**config.mk**
```make
export PLATFORM = sky130hd
export DESIGN_NAME = red_pitaya_daisy_tx
export DESIGN_NICKNAME = d
export VERILOG_FILES = /design/src/rtl/red_pitaya_daisy_pkg.sv /design/src/rtl/red_pitaya_daisy_tx_fifo.sv /design/src/rtl/red_pitaya_daisy_tx.sv
export SDC_FILE = /design/constraint.sdc
export NUM_CORES = 1
export LEC_CHECK = 0
export BUFFER_PORTS_ARGS = -buffer_cell sky130_fd_sc_hd__buf_2
export CAP_MARGIN = 20
export CORE_ASPECT_RATIO = 0.6
export CORE_UTILIZATION = 36
export DETAILED_ROUTE_END_ITERATION = 10
export GPL_TIMING_DRIVEN = 0
export PLACE_DENSITY = 0.57
export SYNTH_ARGS = -nofsm -noshare
export SYNTH_HDL_FRONTEND = slang
export SYNTH_HIERARCHICAL = 1
export SYNTH_SLANG_ARGS = --single-unit
```
**constraint.sdc**
```tcl
create_clock -name par_clk_i -period 2.9 [get_ports par_clk_i]
set_input_delay 0.435 -clock par_clk_i [delete_from_list [all_inputs] [get_ports par_clk_i]]
set_output_delay 0.435 -clock par_clk_i [all_outputs]
set_load 0.02 [all_outputs]
```
**src/rtl/red_pitaya_daisy_pkg.sv**
```systemverilog
// Shared definitions for the daisy-chain link: TX state encoding and the framing
// constants that the receiver also relies on.
package red_pitaya_daisy_pkg;

  typedef enum logic [1:0] {
    ST_DISABLED = 2'd0,
    ST_TRAIN    = 2'd1,
    ST_RUN      = 2'd2
  } daisy_st_e;

  localparam logic [15:0] DAISY_TRAIN_WORD   = 16'h00FF;
  localparam int unsigned DAISY_NIB_PER_WORD = 4;

endpackage

```
**src/rtl/red_pitaya_daisy_tx_fifo.sv**
```systemverilog
// Single-clock word FIFO for the daisy TX path. Pointers carry one extra wrap bit
// so full and empty are distinguished without a separate count.
module red_pitaya_daisy_tx_fifo
  import red_pitaya_daisy_pkg::*;
#(
  parameter int unsigned DEPTH = 4,
  parameter int unsigned WIDTH = 16
) (
  input  logic             clk,
  input  logic             rst,
  input  logic             flush,
  input  logic             push,
  input  logic [WIDTH-1:0] push_dat,
  input  logic             pop,
  output logic [WIDTH-1:0] head,
  output logic             full,
  output logic             empty
);

  localparam int unsigned AW = $clog2(DEPTH);

  logic [AW:0]      wr_ptr_r;
  logic [AW:0]      rd_ptr_r;
  logic [WIDTH-1:0] mem_r [DEPTH];
  logic             push_ok_s;
  logic             pop_ok_s;

  assign full      = (wr_ptr_r[AW] != rd_ptr_r[AW]) &&
                     (wr_ptr_r[AW-1:0] == rd_ptr_r[AW-1:0]);
  assign empty     = (wr_ptr_r == rd_ptr_r);
  assign pop_ok_s  = pop && !empty;
  // A pop on a full FIFO frees the slot the same cycle, so the push may land there.
  assign push_ok_s = push && (!full || pop_ok_s);
  assign head      = mem_r[rd_ptr_r[AW-1:0]];

  always_ff @(posedge clk or posedge rst) begin
    if (rst) begin
      wr_ptr_r <= '0;
      rd_ptr_r <= '0;
    end else if (flush) begin
      wr_ptr_r <= '0;
      rd_ptr_r <= '0;
    end else begin
      if (push_ok_s) begin
        wr_ptr_r <= wr_ptr_r + (AW+1)'(1);
      end
      if (pop_ok_s) begin
        rd_ptr_r <= rd_ptr_r + (AW+1)'(1);
      end
    end
  end

  always_ff @(posedge clk) begin
    if (push_ok_s && !flush) begin
      mem_r[wr_ptr_r[AW-1:0]] <= push_dat;
    end
  end

endmodule

```
**src/rtl/red_pitaya_daisy_tx.sv**
```systemverilog
// Daisy-chain transmitter: buffers parallel words and emits them as 4-bit nibbles,
// LSB nibble first, to an external OSERDES; sends 16'h00FF while training.
module red_pitaya_daisy_tx
  import red_pitaya_daisy_pkg::*;
#(
  parameter int unsigned DEPTH     = 4,
  parameter logic [15:0] IDLE_WORD = 16'h0000
) (
  input  logic        par_clk_i,
  input  logic        par_rst_i,
  input  logic        cfg_en_i,
  input  logic        cfg_train_i,
  input  logic [15:0] par_dat_i,
  input  logic        par_dv_i,
  output logic        par_rdy_o,
  output logic [3:0]  ser_nib_o,
  output logic        ser_sow_o,
  output logic        sts_train_o,
  output logic [31:0] sts_cnt_o
);

  localparam logic [1:0] NIB_LAST = 2'(DAISY_NIB_PER_WORD - 1);

  logic [1:0]  en_sync_r;
  logic [1:0]  train_sync_r;
  logic        en_s;
  logic        train_s;
  logic [1:0]  nib_cnt_r;
  daisy_st_e   st_r;
  daisy_st_e   st_nxt_s;
  logic        load_s;
  logic        pop_s;
  logic        push_s;
  logic        flush_s;
  logic        full_s;
  logic        empty_s;
  logic [15:0] head_s;
  logic [15:0] load_word_s;
  logic [11:0] shift_r;

  always_ff @(posedge par_clk_i or posedge par_rst_i) begin
    if (par_rst_i) begin
      en_sync_r    <= 2'b00;
      train_sync_r <= 2'b00;
    end else begin
      en_sync_r    <= {en_sync_r[0], cfg_en_i};
      train_sync_r <= {train_sync_r[0], cfg_train_i};
    end
  end

  assign en_s    = en_sync_r[1];
  assign train_s = train_sync_r[1];

  // Free-running nibble counter fixes the word framing in every state.
  always_ff @(posedge par_clk_i or posedge par_rst_i) begin
    if (par_rst_i) begin
      nib_cnt_r <= 2'd0;
    end else begin
      nib_cnt_r <= nib_cnt_r + 2'd1;
    end
  end

  assign load_s = (nib_cnt_r == NIB_LAST);

  always_ff @(posedge par_clk_i or posedge par_rst_i) begin
    if (par_rst_i) begin
      st_r <= ST_DISABLED;
    end else if (load_s) begin
      st_r <= st_nxt_s;
    end
  end

  // Next state and the word to load; the word always reflects the new state.
  always_comb begin
    st_nxt_s    = st_r;
    load_word_s = 16'h0000;
    pop_s       = 1'b0;
    case (st_r)
      ST_DISABLED, ST_TRAIN, ST_RUN: begin
        if (!en_s) begin
          st_nxt_s = ST_DISABLED;
        end else if (train_s) begin
          st_nxt_s = ST_TRAIN;
        end else begin
          st_nxt_s = ST_RUN;
        end
      end
      default: st_nxt_s = ST_DISABLED;
    endcase
    case (st_nxt_s)
      ST_TRAIN: load_word_s = DAISY_TRAIN_WORD;
      ST_RUN: begin
        if (!empty_s) begin
          load_word_s = head_s;
          pop_s       = load_s;
        end else begin
          load_word_s = IDLE_WORD;
        end
      end
      default: load_word_s = 16'h0000;
    endcase
  end

  assign flush_s   = (st_r == ST_DISABLED) || (load_s && (st_nxt_s == ST_DISABLED));
  assign par_rdy_o = (st_r != ST_DISABLED) && (!full_s || pop_s);
  assign push_s    = par_dv_i && par_rdy_o;

  red_pitaya_daisy_tx_fifo #(
    .DEPTH (DEPTH),
    .WIDTH (16)
  ) u_fifo (
    .clk      (par_clk_i),
    .rst      (par_rst_i),
    .flush    (flush_s),
    .push     (push_s),
    .push_dat (par_dat_i),
    .pop      (pop_s),
    .head     (head_s),
    .full     (full_s),
    .empty    (empty_s)
  );

  // Nibble [3:0] goes out with the load; the upper three drain from shift_r.
  always_ff @(posedge par_clk_i or posedge par_rst_i) begin
    if (par_rst_i) begin
      ser_nib_o   <= 4'h0;
      ser_sow_o   <= 1'b0;
      sts_train_o <= 1'b0;
      sts_cnt_o   <= 32'd0;
      shift_r     <= 12'h000;
    end else if (load_s) begin
      ser_nib_o   <= load_word_s[3:0];
      shift_r     <= load_word_s[15:4];
      ser_sow_o   <= 1'b1;
      sts_train_o <= (st_nxt_s == ST_TRAIN);
      if (pop_s) begin
        sts_cnt_o <= sts_cnt_o + 32'd1;
      end
    end else begin
      ser_nib_o <= shift_r[3:0];
      shift_r   <= {4'h0, shift_r[11:4]};
      ser_sow_o <= 1'b0;
    end
  end

endmodule
```
==> Word level (Yosys, flattened, before mapping) <==
Memories as Yosys holds them, arrays and structs flattened.
Cells that the tools add are included.
{ "word_totals": {"reg_bits": 64, "n_memories": 1, "latchBits": 0, "mem_bits_ro": 0, "output_inout_bits": 39, "wordCells": 60, "ramBits": 64, "inputBits": 21} }
{ "classes": {"mul": 0, "n_reduce_logical": 20, "n_eq_ne": 8, "muxes": 16, "addsub": 4, "n_shift": 0, "n_lt_le_gt_ge": 0, "bitwise_logic": 0, "div_mod_pow": 0} }
{ "mem_list": {"columns": ["memory", "words", "width", "rd", "rd_clocked_by_memory_dff", "wr", "line", "text"], "rows": [
  ["u_fifo.mem_r", 4, 16, 1, 0, 1, "red_pitaya_daisy_tx_fifo.sv:24", "logic [WIDTH-1:0] mem_r [DEPTH];"]
]} }
{ "ops": {"columns": ["operator", "count"], "rows": [
  ["$add A32 B1 Y32 const B", 1],
  ["$pmux W16 S2", 1],
  ["$mux W16", 1],
  ["$mux W12", 1],
  ["$mux W3", 4],
  ["$logic_and A1 B1 Y1", 7],
  ["$add A3 B1 Y3 const B", 2],
  ["$eq A2 B2 Y1 const B", 3],
  ["$mux W2", 3],
  ["$reduce_bool A2 Y1", 3],
  ["$mux W1", 5],
  ["$eq A2 B1 Y1 const B", 2],
  ["$logic_not A2 Y1", 2],
  ["$mux W4", 1],
  ["$eq A3 B3 Y1", 1],
  ["$logic_not A1 Y1", 3],
  ["$logic_or A1 B1 Y1", 3],
  ["$reduce_or A3 Y1", 1],
  ["$add A2 B1 Y2 const B", 1],
  ["$eq A2 B2 Y1", 1],
  ["$reduce_and A2 Y1", 1],
  ["$ne A1 B1 Y1", 1]
]} }

==> Longest topological paths before layout <==
{ "logic_depth": {"word_depth": 12, "mapped_depth": 10, "ltp_nobuf": 10} }

==> Hierarchy <==
The synthesis kept the hierarchy.
{ "by_module_without_submodules": {"columns": ["mod", "seq_area_each_um2", "cells_each", "n_inst", "area_each_um2"], "rows": [
  ["red_pitaya_daisy_tx_fifo", 2072.0, 140, 1, 2894.0],
  ["red_pitaya_daisy_tx", 1451.4, 201, 1, 2521.2]
]} }

==> Worst setup path before layout <==
No wires, ideal clock.
{ "synth_timing": {"path_kind": "reg2reg", "start": "register u_fifo.rd_ptr_r[0]", "end": "memory u_fifo.mem_r[3][0] (enable)", "path_slack_ns": 0.083, "n_path_buf": 1, "setup_time_ns": 0.374, "required_ns": 2.526, "synth_period_minus_slack_ns": 2.817, "arrival_ns": 2.444, "stages_incl_launch_ff": 11, "cell_sequence": "dfrtp_1 buf_6 xnor2_4 nand2_1 nor2_1 nand3b_4 a21oi_1 and2_1 nand2b_1 a41oi_1 and2_1"} }
{ "synth_between": {"elab_chain_cells": 10, "elab_cells_between_ends": 16, "cone_classes": "2 x eq/ne; 4 x mux; 10 x reduce/logical"} }
{ "synth_rtl": {"columns": ["element", "line", "text"], "rows": [
  ["from (decl)", "red_pitaya_daisy_tx_fifo.sv:23", "logic [AW:0] rd_ptr_r;"],
  ["from (signal assigned)", "red_pitaya_daisy_tx_fifo.sv:48", "rd_ptr_r <= rd_ptr_r + (AW+1)'(1);"],
  ["$eq A3 B3 Y1", "red_pitaya_daisy_tx_fifo.sv:30", "assign empty = (wr_ptr_r == rd_ptr_r);"],
  ["net empty_s", "red_pitaya_daisy_tx.sv:36", "logic empty_s;"],
  ["$mux W1", "red_pitaya_daisy_tx.sv:93", "if (!empty_s) begin"],
  ["$mux W1", "red_pitaya_daisy_tx.sv:90", "case (st_nxt_s)"],
  ["$logic_or A1 B1 Y1", "red_pitaya_daisy_tx.sv:105", "assign par_rdy_o = (st_r != ST_DISABLED) && (!full_s || pop_s);"],
  ["$logic_and A1 B1 Y1", "red_pitaya_daisy_tx.sv:105", null],
  ["net par_rdy_o", "red_pitaya_daisy_tx.sv:15", "output logic par_rdy_o,"],
  ["$logic_and A1 B1 Y1", "red_pitaya_daisy_tx.sv:106", "assign push_s = par_dv_i && par_rdy_o;"],
  ["net push_s", "red_pitaya_daisy_tx.sv:33", "logic push_s;"],
  ["$logic_and A1 B1 Y1", "red_pitaya_daisy_tx_fifo.sv:33", "assign push_ok_s = push && (!full || pop_ok_s);"],
  ["$logic_and A1 B1 Y1", "red_pitaya_daisy_tx_fifo.sv:54", "if (push_ok_s && !flush) begin"],
  ["$mux W1", "red_pitaya_daisy_tx_fifo.sv:54", null],
  ["$mux W1 (implied by the code)", "red_pitaya_daisy_tx_fifo.sv:55", "mem_r[wr_ptr_r[AW-1:0]] <= push_dat;"],
  ["to (decl)", "red_pitaya_daisy_tx_fifo.sv:24", null]
]} }
The timed path passes the listed nets, and every way through them passes these cells.

==> Final worst setup path <==
{ "layout_timing": {"start": "register u_fifo.rd_ptr_r[1]", "end": "memory u_fifo.mem_r[0][9] (enable)"} }
{ "layout_between": {"elab_chain_cells": 10, "elab_cells_between_ends": 16, "cone_classes": "2 x eq/ne; 4 x mux; 10 x reduce/logical"} }
{ "layout_rtl": {"columns": ["element", "line"], "rows": [
  ["$eq A3 B3 Y1", "red_pitaya_daisy_tx_fifo.sv:30"],
  ["net empty_s", "red_pitaya_daisy_tx.sv:36"],
  ["$mux W1", "red_pitaya_daisy_tx.sv:93"],
  ["$mux W1", "red_pitaya_daisy_tx.sv:90"],
  ["$logic_or A1 B1 Y1", "red_pitaya_daisy_tx.sv:105"],
  ["$logic_and A1 B1 Y1", "red_pitaya_daisy_tx.sv:105"],
  ["$logic_and A1 B1 Y1", "red_pitaya_daisy_tx.sv:106"],
  ["net push_s", "red_pitaya_daisy_tx.sv:33"],
  ["$logic_and A1 B1 Y1", "red_pitaya_daisy_tx_fifo.sv:33"],
  ["$logic_and A1 B1 Y1", "red_pitaya_daisy_tx_fifo.sv:54"],
  ["$mux W1", "red_pitaya_daisy_tx_fifo.sv:54"],
  ["$mux W1 (implied by the code)", "red_pitaya_daisy_tx_fifo.sv:55"]
]} }
The timed path passes the listed nets, and every way through them passes these cells.

==> load_flow_metrics.sql <==
INSERT INTO impl_metrics (metric_group, metric, value, unit) VALUES
('drt', 'wl_per_cell', '17.3', 'um'),
('final_layout', 'layout.core_utilization', '46.2', '%'),
('setup_path', 'critical_path_sink_type', 'register', ''),
('pwr', 'power.switching_fraction', '20.8', '%'),
('timing', 'setup_ws', '0.204', 'ns'),
('clocking', 'clk_latency', '0.41', 'ns'),
('drt', 'antenna_left', '0', ''),
('pwr', 'p_int', '3.36', 'mW'),
('global_routing', 'vias_in_the_first_global_route', '3048', ''),
('yosys', 'post_synth_num_cell_types', '47', ''),
('floorplanning', 'fp.coreArea', '0.0146', 'mm^2'),
('yosys', 'syn_avg_cell_area', '15.9', 'um^2'),
('yosys', 'proportion_of_synthesized_chip_area_in_sequential_cells', '65.1', '%'),
('timing', 'fmaxAchievable', '0.371', 'GHz'),
('yosys', 'synth-warning-count', '6', ''),
('clocking', 'tritoncts', 'built', ''),
('clocking', 'cts_htree_levels', '4', ''),
('timing', 'tightestPinTransition', '0.502', 'ns'),
('floorplanning', 'die-area', '0.0156', 'mm^2'),
('global_routing', 'globalRoute.totalOverflow', '0', ''),
('pwr', 'leakagePower', '2.89', 'nW'),
('yosys', 'post_synth_inst_count', '341', ''),
('setup_path', 'timing.setup.critical_path_class', 'reg -> reg', ''),
('timing', 'timing_hold_violations_final', '0', ''),
('setup_path', 'rrSetupSlack', '0.20', 'ns'),
('timing', 'worst_hold_slack', '0.133', 'ns'),
('setup_path', 'required_time_of_the_critical_path', '3.01', 'ns'),
('placement', 'dpl.cell_count', '599', ''),
('pwr', 'power.total', '4.24', 'mW'),
('clocking', 'cts.clk_slew.worst_paths', '0.06', 'ns'),
('clocking', 'tritoncts_sinks', '128', ''),
('min_path', 'hold-path-endpoint', 'train_sync_r[0]', ''),
('placement', 'preCtsSetupSlack', '-0.366', 'ns'),
('placement', 'dp_hpwl', '7330', 'um'),
('clocking', 'root_buffer', 'sky130_fd_sc_hd__clkbuf_16', ''),
('drt', 'vias_per_cell', '4.90', ''),
('timing', 'setup-tns-final', '0', 'ns'),
('final_layout', 'final_area', '0.00674', 'mm^2'),
('floorplanning', 'rows', '34', ''),
('floorplanning', 'num_io_pins', '60', ''),
('final_layout', 'regArea', '0.00352', 'mm^2'),
('floorplanning', 'die_h', '97', 'um'),
('pwr', 'power_density', '630', 'mW/mm^2'),
('job', 'maxCapViolations', '0', ''),
('setup_path', 'critPathLaunchType', 'register', ''),
('drt', 'drt_pass1_iterations', '5', ''),
('yosys', 'synth_fp_nets', '372', ''),
('global_routing', 'global_route_wire_length_before_repair', '17100', 'um'),
('pwr', 'pwr-share-comb', '3.2', '%'),
('final_layout', 'layout.cells.most_common_list', '64 x sky130_fd_sc_hd__dfrtp_1, 64 x sky130_fd_sc_hd__edfxtp_1, 61 x sky130_fd_sc_hd__buf_2', ''),
('global_routing', 'maximum_number_of_pins_on_one_net_before_global_route_repair', '38', ''),
('drt', 'drc', '0', ''),
('floorplanning', 'die_w', '160', 'um'),
('timing', 'min_period', '2.70', 'ns'),
('timing', 'final_report_setup_violation_count', '0', ''),
('setup_path', 'critical_path.max_fanout', '13', ''),
('clocking', 'clock_buffers_created_by_tritoncts', '17', ''),
('placement', 'placed_cell_area', '0.00598', 'mm^2'),
('global_routing', 'antenna_found_initial', '0', ''),
('final_layout', 'synthToLayoutAreaGrowth', '24.4', '%'),
('yosys', 'post_synth_instance_area', '0.00542', 'mm^2'),
('outcome', 'result_of_the_run', 'complete, no violations', ''),
('drt', 'drt-total-wl', '11000', 'um'),
('final_layout', 'nets', '460', ''),
('final_layout', 'fill_cells', '1280', ''),
('setup_path', 'reg2reg_to', 'u_fifo/mem_r[0][9]', ''),
('placement', 'gpl.final_weighted_congestion', '0.761', ''),
('final_layout', 'stdcell_count', '640', ''),
('final_layout', 'multi_input_area', '0.00181', 'mm^2'),
('timing', 'post-route-period-util', '93.0', '%'),
('drt', 'first_iter_violations', '172', '');
## flip-flops by register name, summed over array words and instances (netlist names)
name             count
sts_cnt_o           32
u_fifo/rd_ptr_r      3
sts_train_o          1
shift_r             12
en_sync_r            2
nib_cnt_r            2
st_r                 2
u_fifo/wr_ptr_r      3
u_fifo/mem_r        64
ser_nib_o            4
train_sync_r         2
ser_sow_o            1
## cell families after synthesis
group / after synthesis / share of synthesized area, %
flip-flops: 128 / 65.1
XOR/XNOR: 35 / 6.49
AND/OR/NAND/NOR: 99 / 11.8
AO/OA/AOI/OAI: 20 / 3.35
multiplexers: 24 / 8.69
buffers and inverters: 25 / 2.26
adder cells (fa/ha/maj): 10 / 2.31
## per-layer routing
layer,wire length [um],GRT usage (%)
met5,0,0
met4,102,5.79
met3,438,4.33
met2,4730,19.8
met1,5770,22.7
## power groups by stage
| stage | logic, mW | registers [mW] | clock network [mW] |
|---|---|---|---|
| 2_1_floorplan | 0.0631 | 1.99 | 0 |
| 3_3_place_gp | 0.121 | 1.98 | 0 |
| 3_5_place_dp | 0.129 | 1.98 | 0 |
| 4_1_cts | 0.131 | 1.95 | 2.20 |
| 5_1_grt | 0.151 | 1.95 | 2.29 |
| 6_report | 0.136 | 1.95 | 2.16 |
## worst max path at each step
stage                            start                  to  cells past startpoint
finish              u_fifo/rd_ptr_r[1]  u_fifo/mem_r[0][9]                     11
global route                   st_r[0]  u_fifo/mem_r[0][9]                     11
detailed placement  u_fifo/rd_ptr_r[0]  u_fifo/mem_r[2][1]                     10
CTS                 u_fifo/rd_ptr_r[0]  u_fifo/mem_r[2][4]                     10
global placement    u_fifo/rd_ptr_r[0]  u_fifo/mem_r[1][0]                     10
floorplan           u_fifo/rd_ptr_r[0]  u_fifo/mem_r[3][0]                     10
## timing repair
action                     CTS  global route
hold buffers                 1             0
setup endpoints to repair   64            64
buffers inserted             0             7
gates resized for setup      4             7
hold endpoints to repair     6             0
pin swaps                    0             4
cloned                       0             1
## synthesized netlist by cell type, drive strengths merged
cell type  instances  share of area [%]
a21oi              1              0.092
inv               14               0.97
mux2               6                1.3
nor4               5                1.7
dfrtp             64                 30
a41oi              3               0.62
nand3b             2               0.51
clkbuf             3               0.21
nor2b              3               0.35
a21o               1               0.14
nand4b             1               0.28
xnor2             31                5.7
nand4             14                1.9
xor2               4               0.79
a31oi              2               0.23
nor2              15                1.0
or2                1               0.12
buf                8                1.1
a221o              8                1.5
and4               2               0.32
edfxtp            64                 35
nand4bb            1               0.21
and2               7               0.81
nand2b             4               0.46
a22o               4               0.65
ha                10                2.3
mux2i              2               0.37
mux4              16                7.0
nor3               3               0.49
and3               9                1.0
nand3             15                1.4
a22oi              1               0.14
nand2             16                1.1
or2b               1               0.14
## final cells by class
class                      count  area share [%]
clock inverter                11            1.88
sequential                   128            52.3
timing repair buffer          68            6.35
tap                          198            3.68
clock buffer                  21            7.17
inverter                      14           0.780
multi-input combinational    189            26.8
buffer                        11            1.04
## critical path, cell delays in order, from the launching register on
cell	delay [ns]
sky130_fd_sc_hd__dfrtp_1	0.38
sky130_fd_sc_hd__buf_4	0.19
sky130_fd_sc_hd__xnor2_4	0.20
sky130_fd_sc_hd__nand2_1	0.10
sky130_fd_sc_hd__nor2_1	0.06
sky130_fd_sc_hd__nand3b_4	0.24
sky130_fd_sc_hd__a21oi_1	0.25
sky130_fd_sc_hd__and2_1	0.22
sky130_fd_sc_hd__nand2b_1	0.12
sky130_fd_sc_hd__a41oi_4	0.26
sky130_fd_sc_hd__and2_4	0.22
sky130_fd_sc_hd__buf_12	0.15
Power figures use the tool's default switching activity.
